`src/rtl/led_sequencer.sv`:
```
// Pattern controller for five active-low status LEDs: prescaled step tick,
// tick-aligned mode changes via valid/ready, and global PWM brightness gating.
module led_sequencer #(
  parameter int TICK_DIV = 4096,
  parameter int PWM_W    = 4
) (
  input  logic             clkin,
  input  logic             rstnin,
  input  logic             mode_valid,
  input  logic [1:0]       mode_sel,
  output logic             mode_ready,
  input  logic [4:0]       pattern,
  input  logic [PWM_W-1:0] bright,
  output logic [4:0]       ledout,
  output logic             step_tick,
  output logic [1:0]       cur_mode
);

  localparam int              CNT_W    = $clog2(TICK_DIV);
  localparam logic [CNT_W-1:0] DIV_LAST = CNT_W'(TICK_DIV - 1);

  localparam logic [1:0] MODE_OFF    = 2'd0;
  localparam logic [1:0] MODE_STATIC = 2'd1;
  localparam logic [1:0] MODE_COUNT  = 2'd2;
  localparam logic [1:0] MODE_SCAN   = 2'd3;

  typedef enum logic {ST_IDLE = 1'b0, ST_PEND = 1'b1} state_e;

  logic [CNT_W-1:0] presc_r;
  logic             step_tick_r;
  state_e           state_r;
  state_e           state_nx_s;
  logic             mode_ready_s;
  logic             accept_s;
  logic             apply_s;
  logic             advance_s;
  logic [1:0]       pend_mode_r;
  logic [1:0]       cur_mode_r;
  logic [4:0]       count_r;
  logic [2:0]       pos_r;
  logic [2:0]       pos_nx_s;
  logic             dir_r;
  logic [4:0]       raw_s;
  logic [PWM_W-1:0] pwm_cnt_r;
  logic             pwm_on_s;
  logic [4:0]       ledout_r;

  // Prescaler and registered step pulse, one cycle after the counter's last value
  always_ff @(posedge clkin or negedge rstnin) begin
    if (!rstnin) begin
      presc_r     <= '0;
      step_tick_r <= 1'b0;
    end else begin
      if (presc_r == DIV_LAST) begin
        presc_r <= '0;
      end else begin
        presc_r <= presc_r + CNT_W'(1);
      end
      step_tick_r <= (presc_r == DIV_LAST);
    end
  end

  // Mode FSM state register
  always_ff @(posedge clkin or negedge rstnin) begin
    if (!rstnin) begin
      state_r <= ST_IDLE;
    end else begin
      state_r <= state_nx_s;
    end
  end

  // Mode FSM next state; a tick in the handshake cycle is seen while still IDLE
  always_comb begin
    state_nx_s = state_r;
    case (state_r)
      ST_IDLE: begin
        if (mode_valid) begin
          state_nx_s = ST_PEND;
        end else begin
          state_nx_s = ST_IDLE;
        end
      end
      ST_PEND: begin
        if (step_tick_r) begin
          state_nx_s = ST_IDLE;
        end else begin
          state_nx_s = ST_PEND;
        end
      end
      default: state_nx_s = ST_IDLE;
    endcase
  end

  // Mode FSM outputs
  always_comb begin
    mode_ready_s = 1'b0;
    accept_s     = 1'b0;
    apply_s      = 1'b0;
    advance_s    = 1'b0;
    case (state_r)
      ST_IDLE: begin
        mode_ready_s = 1'b1;
        accept_s     = mode_valid;
        advance_s    = step_tick_r;
      end
      ST_PEND: begin
        apply_s = step_tick_r;
      end
      default: begin
        mode_ready_s = 1'b0;
      end
    endcase
  end

  // Pending request capture
  always_ff @(posedge clkin or negedge rstnin) begin
    if (!rstnin) begin
      pend_mode_r <= MODE_OFF;
    end else if (accept_s) begin
      pend_mode_r <= mode_sel;
    end else begin
      pend_mode_r <= pend_mode_r;
    end
  end

  // Bounce step: reverse direction is applied when the new position hits an end
  always_comb begin
    pos_nx_s = pos_r;
    if (dir_r) begin
      pos_nx_s = pos_r - 3'd1;
    end else begin
      pos_nx_s = pos_r + 3'd1;
    end
  end

  // Applied mode and pattern state
  always_ff @(posedge clkin or negedge rstnin) begin
    if (!rstnin) begin
      cur_mode_r <= MODE_OFF;
      count_r    <= 5'd0;
      pos_r      <= 3'd0;
      dir_r      <= 1'b0;
    end else if (apply_s) begin
      cur_mode_r <= pend_mode_r;
      count_r    <= 5'd0;
      pos_r      <= 3'd0;
      dir_r      <= 1'b0;
    end else if (advance_s) begin
      case (cur_mode_r)
        MODE_COUNT: count_r <= count_r + 5'd1;
        MODE_SCAN: begin
          pos_r <= pos_nx_s;
          if (pos_nx_s == 3'd4) begin
            dir_r <= 1'b1;
          end else if (pos_nx_s == 3'd0) begin
            dir_r <= 1'b0;
          end else begin
            dir_r <= dir_r;
          end
        end
        default: begin
          count_r <= count_r;
        end
      endcase
    end else begin
      cur_mode_r <= cur_mode_r;
    end
  end

  // Raw lit vector per mode
  always_comb begin
    raw_s = 5'd0;
    case (cur_mode_r)
      MODE_OFF:    raw_s = 5'd0;
      MODE_STATIC: raw_s = pattern;
      MODE_COUNT:  raw_s = count_r;
      MODE_SCAN:   raw_s = 5'b00001 << pos_r;
      default:     raw_s = 5'd0;
    endcase
  end

  assign pwm_on_s = (bright == {PWM_W{1'b1}}) || (pwm_cnt_r < bright);

  // Free-running PWM counter and registered active-low LED drive
  always_ff @(posedge clkin or negedge rstnin) begin
    if (!rstnin) begin
      pwm_cnt_r <= '0;
      ledout_r  <= 5'b11111;
    end else begin
      pwm_cnt_r <= pwm_cnt_r + PWM_W'(1);
      ledout_r  <= ~(raw_s & {5{pwm_on_s}});
    end
  end

  assign mode_ready = mode_ready_s;
  assign step_tick  = step_tick_r;
  assign cur_mode   = cur_mode_r;
  assign ledout     = ledout_r;

endmodule

```
`config.mk`:
```
export PLATFORM = sky130hd
export DESIGN_NAME = led_sequencer
export DESIGN_NICKNAME = d
export VERILOG_FILES = /design/src/rtl/led_sequencer.sv
export SDC_FILE = /design/constraint.sdc
export NUM_CORES = 1
export LEC_CHECK = 0
export BUFFER_PORTS_ARGS = -buffer_cell sky130_fd_sc_hd__buf_2
export CORE_AREA = 2 2 71 73
export CTS_CLUSTER_DIAMETER = 30
export CTS_CLUSTER_SIZE = 8
export DETAILED_ROUTE_END_ITERATION = 16
export DIE_AREA = 0 0 73 75
export GPL_TIMING_DRIVEN = 0
export PLACE_DENSITY = 0.6
export SKIP_LAST_GASP = 1
export SYNTH_ARGS = -nofsm -noshare
export SYNTH_HDL_FRONTEND = slang
export SYNTH_SLANG_ARGS = --single-unit
```
`constraint.sdc`:
```
create_clock -name clkin -period 3.4 [get_ports clkin]
set_clock_uncertainty 0.05 [all_clocks]
set_input_delay 0.34 -clock clkin [delete_from_list [all_inputs] [get_ports clkin]]
set_output_delay 0.34 -clock clkin [all_outputs]
set_load 0.05 [all_outputs]
```
==> impl_metrics.yaml <==
status:
  status: "completed"
placed_design:
  dp_hpwl_um: 2473
  port_buffers: 22
  pre_cts_ws_ns: 1.613
  place_congestion: 0.7654
cts:
  cts.sinks: 36
  cts_hold_buf: 0
  cts_setup_buffers: 0
  cts_resized: 0
  clock_path_buffers: 2
  clk_latency_ns: 0.28
  numCtsBuffers: 5
  cts_max_level: 2
  path_clk_slew_ns: 0.07
  tritoncts: "done"
  cts_root_buf: "clkbuf_8"
worst_setup_path:
  critPathKind: "reg -> reg"
  rrSetupSlack_ns: 1.60
  timing.critical_path.required_ns: 3.57
  path_max_fanout: 8
  worstSetupStartpointType: "flip-flop"
  endpoint_kind: "flip-flop"
  cpPeakStageDelay_ns: 0.48
  arrival_ns: 1.96
  crit_chain: "fa_1 > xnor2_1 > or4_1 > nand3_1"
  cp_slowest_cell: "dfrtp_1"
power:
  p_per_area_nw_per_um2: 359.2
  cellLeakagePower_nw: 0.9666
  vdd_drop_max_mv: 0.2624
  p_total_uw: 757.3
sta:
  maxSlewHeadroom_pct: 47.60
  report.final.slew_viol_count: 0
  worst_slew_pin_slew_ns: 0.7860
  hold_viol_final: 0
  rsz0062_at_grt: "false"
  fin_ws_ns: 1.605
  layout_min_cycle_time_ns: 1.795
  fmax_ghz: 0.5571
  setup_viol: 0
  setup_tns_ns: 0
  period_share_pct: 52.80
floorplanning:
  dieArea_um2: 5475
  die_y_um: 75
  core_area_um2: 4661
  die_width_um: 73
  rows: 25
  ios: 23
  initial_core_util_pct: 39.49
logic_synthesis:
  synth_common_cells: "dfrtp_1, inv_1, nand3_1, ha_1, nand2_1"
  postSynthAreaPerCell_um2: 10.76
  yosys_most_used_dff: "dfrtp_1"
  ys_top_cells_by_area: "dfrtp_1, dfstp_2, ha_1, xor2_1, nand3_1"
  synthMostInstantiatedCell: "dfrtp_1"
  ys_warn_count: 0
  ys_ff_latch: 36
  yosys.area.top_type_share_pct: 42.15
  synth_edf_count: 0
  seq_area_frac_synth_pct: 49.29
  synthesis.area_um2: 1841
  synth_top_cell_by_area: "dfrtp_1"
  ys_types: 47
  syn_nets: 194
  synthCells: 171
  async_reset_ff_share_pct: 100.0
global_routing:
  grt_use_total_pct: 13.92
  grt_max_degree: 37
  antenna_found_initial: 0
  grt_first_pass_wirelength_um: 5865
  grt_pass1_vias: 1374
  grt.overflow.total: 0
detailed_routing:
  wl_per_cell_um: 13.49
  via_per_inst: 5.502
  drtIter0Drc: 118
  route.detailed.drc: 0
  num_vias: 1403
  dr.pass1.iters: 4
  wirelength_um: 3439
  ant_nets: 0
layout:
  drive_gt1_share_pct: 22.39
  num_antenna_cells: 0
  final_nets: 223
  synthToLayoutAreaGrowth_pct: 14.55
run:
  drv_cap: 0
min_path:
  hold_path.class: "in -> async"
where the power goes:
group	total, mW	internal, mW	switching (mW)
combinational	0.0214	0.00783	0.0136
sequential	0.430	0.430	0.000494
clock	0.306	0.165	0.141
cells in the final DEF (no fill, tap or decap), types with 3 or more instances in the layout:
master | synthesis | routed
nand2_1 | 8 | 8
buf_2 | 4 | 26
or3_1 | 3 | 3
a22oi_1 | 3 | 3
clkbuf_1 | 1 | 3
nor2b_1 | 5 | 5
nand2b_1 | 5 | 5
mux2_2 | 4 | 4
inv_1 | 12 | 12
dfstp_2 | 5 | 5
nand4_1 | 4 | 4
nor2_1 | 4 | 4
o22ai_1 | 7 | 7
dfrtp_1 | 31 | 31
ha_1 | 8 | 8
o21ai_0 | 6 | 6
or4_1 | 3 | 3
a21oi_1 | 5 | 5
clkbuf_8 | 0 | 6
nor4_1 | 3 | 3
nand3_1 | 9 | 9
xor2_1 | 6 | 6
xnor2_1 | 4 | 4
metrics by stage:
step	area, um^2	hold WS, ns	instances	utilization (%)
6_report	2108	0.08899	255	45.23
5_1_grt	2108	0.1521	255	45.23
4_1_cts	2108	0.1119	255	45.23
3_5_place_dp	2018	0.4187	247	43.30
3_3_place_gp	2018	0.4084	247	43.30
2_1_floorplan	1841	-0.005591	171	-
cell type report:
type / count / area, um^2
flip-flops and latches: 36 / 907.1
inverters: 12 / 45.04
plain buffers: 6 / 28.78
fillers: 463 / 2552
multi-input cells: 117 / 859.6
well taps: 54 / 67.56
clock buffers: 8 / 90.09
repair buffers: 22 / 110.1
sequential cells by signal, indices dropped and copies added (netlist names):
register and flops:
count_r 5, presc_r 12, cur_mode 2, pos_r 3, dir_r 1, ledout 5
step_tick 1, pend_mode_r 2, state_r 1, pwm_cnt_r 4
worst max-delay path: cells and delay by family, from the launching register on:
kind          cells  cell delay, ns
xor+xnor          1            0.15
fa+ha+maj         1            0.47
flops             1            0.48
simple gates      2            0.58
path summary, 6_finish.rpt:
kind                            cells past startpoint                endpoint              startpoint
worst min-delay path                                1  count_r[4]$_DFFE_PN0P_                  rstnin
worst max-delay path                                4       dir_r$_DFFE_PN0P_    pos_r[1]$_DFFE_PN0P_
max in group asynchronous                           1    presc_r[9]$_DFF_PN0_                  rstnin
worst min register to register                      1  pwm_cnt_r[0]$_DFF_PN0_  pwm_cnt_r[0]$_DFF_PN0_
min in group clkin                                  3     ledout[4]$_DFF_PN1_              pattern[4]
worst max register to register                      4       dir_r$_DFFE_PN0P_    pos_r[1]$_DFFE_PN0P_
logic make-up after synthesis:
| group | synth area share [%] |
|---|---|
| simple gates | 18.29 |
| compound gates | 13.60 |
| flops | 49.29 |
| buf+inv | 4.010 |
| xor+xnor | 4.758 |
| fa+ha+maj | 6.526 |
| mux | 3.535 |
routing by layer:
metal	vias up	share of wire [%]	track usage, %	routed length [um]
li1	684	-	-	-
met1	679	47	16.45	1606
met2	36	48	24.42	1644
met3	4	4.2	3.748	146
met4	0	1.2	4.938	41
met5	-	0	0	0
Note: power is estimated with default switching activity, not from simulation.
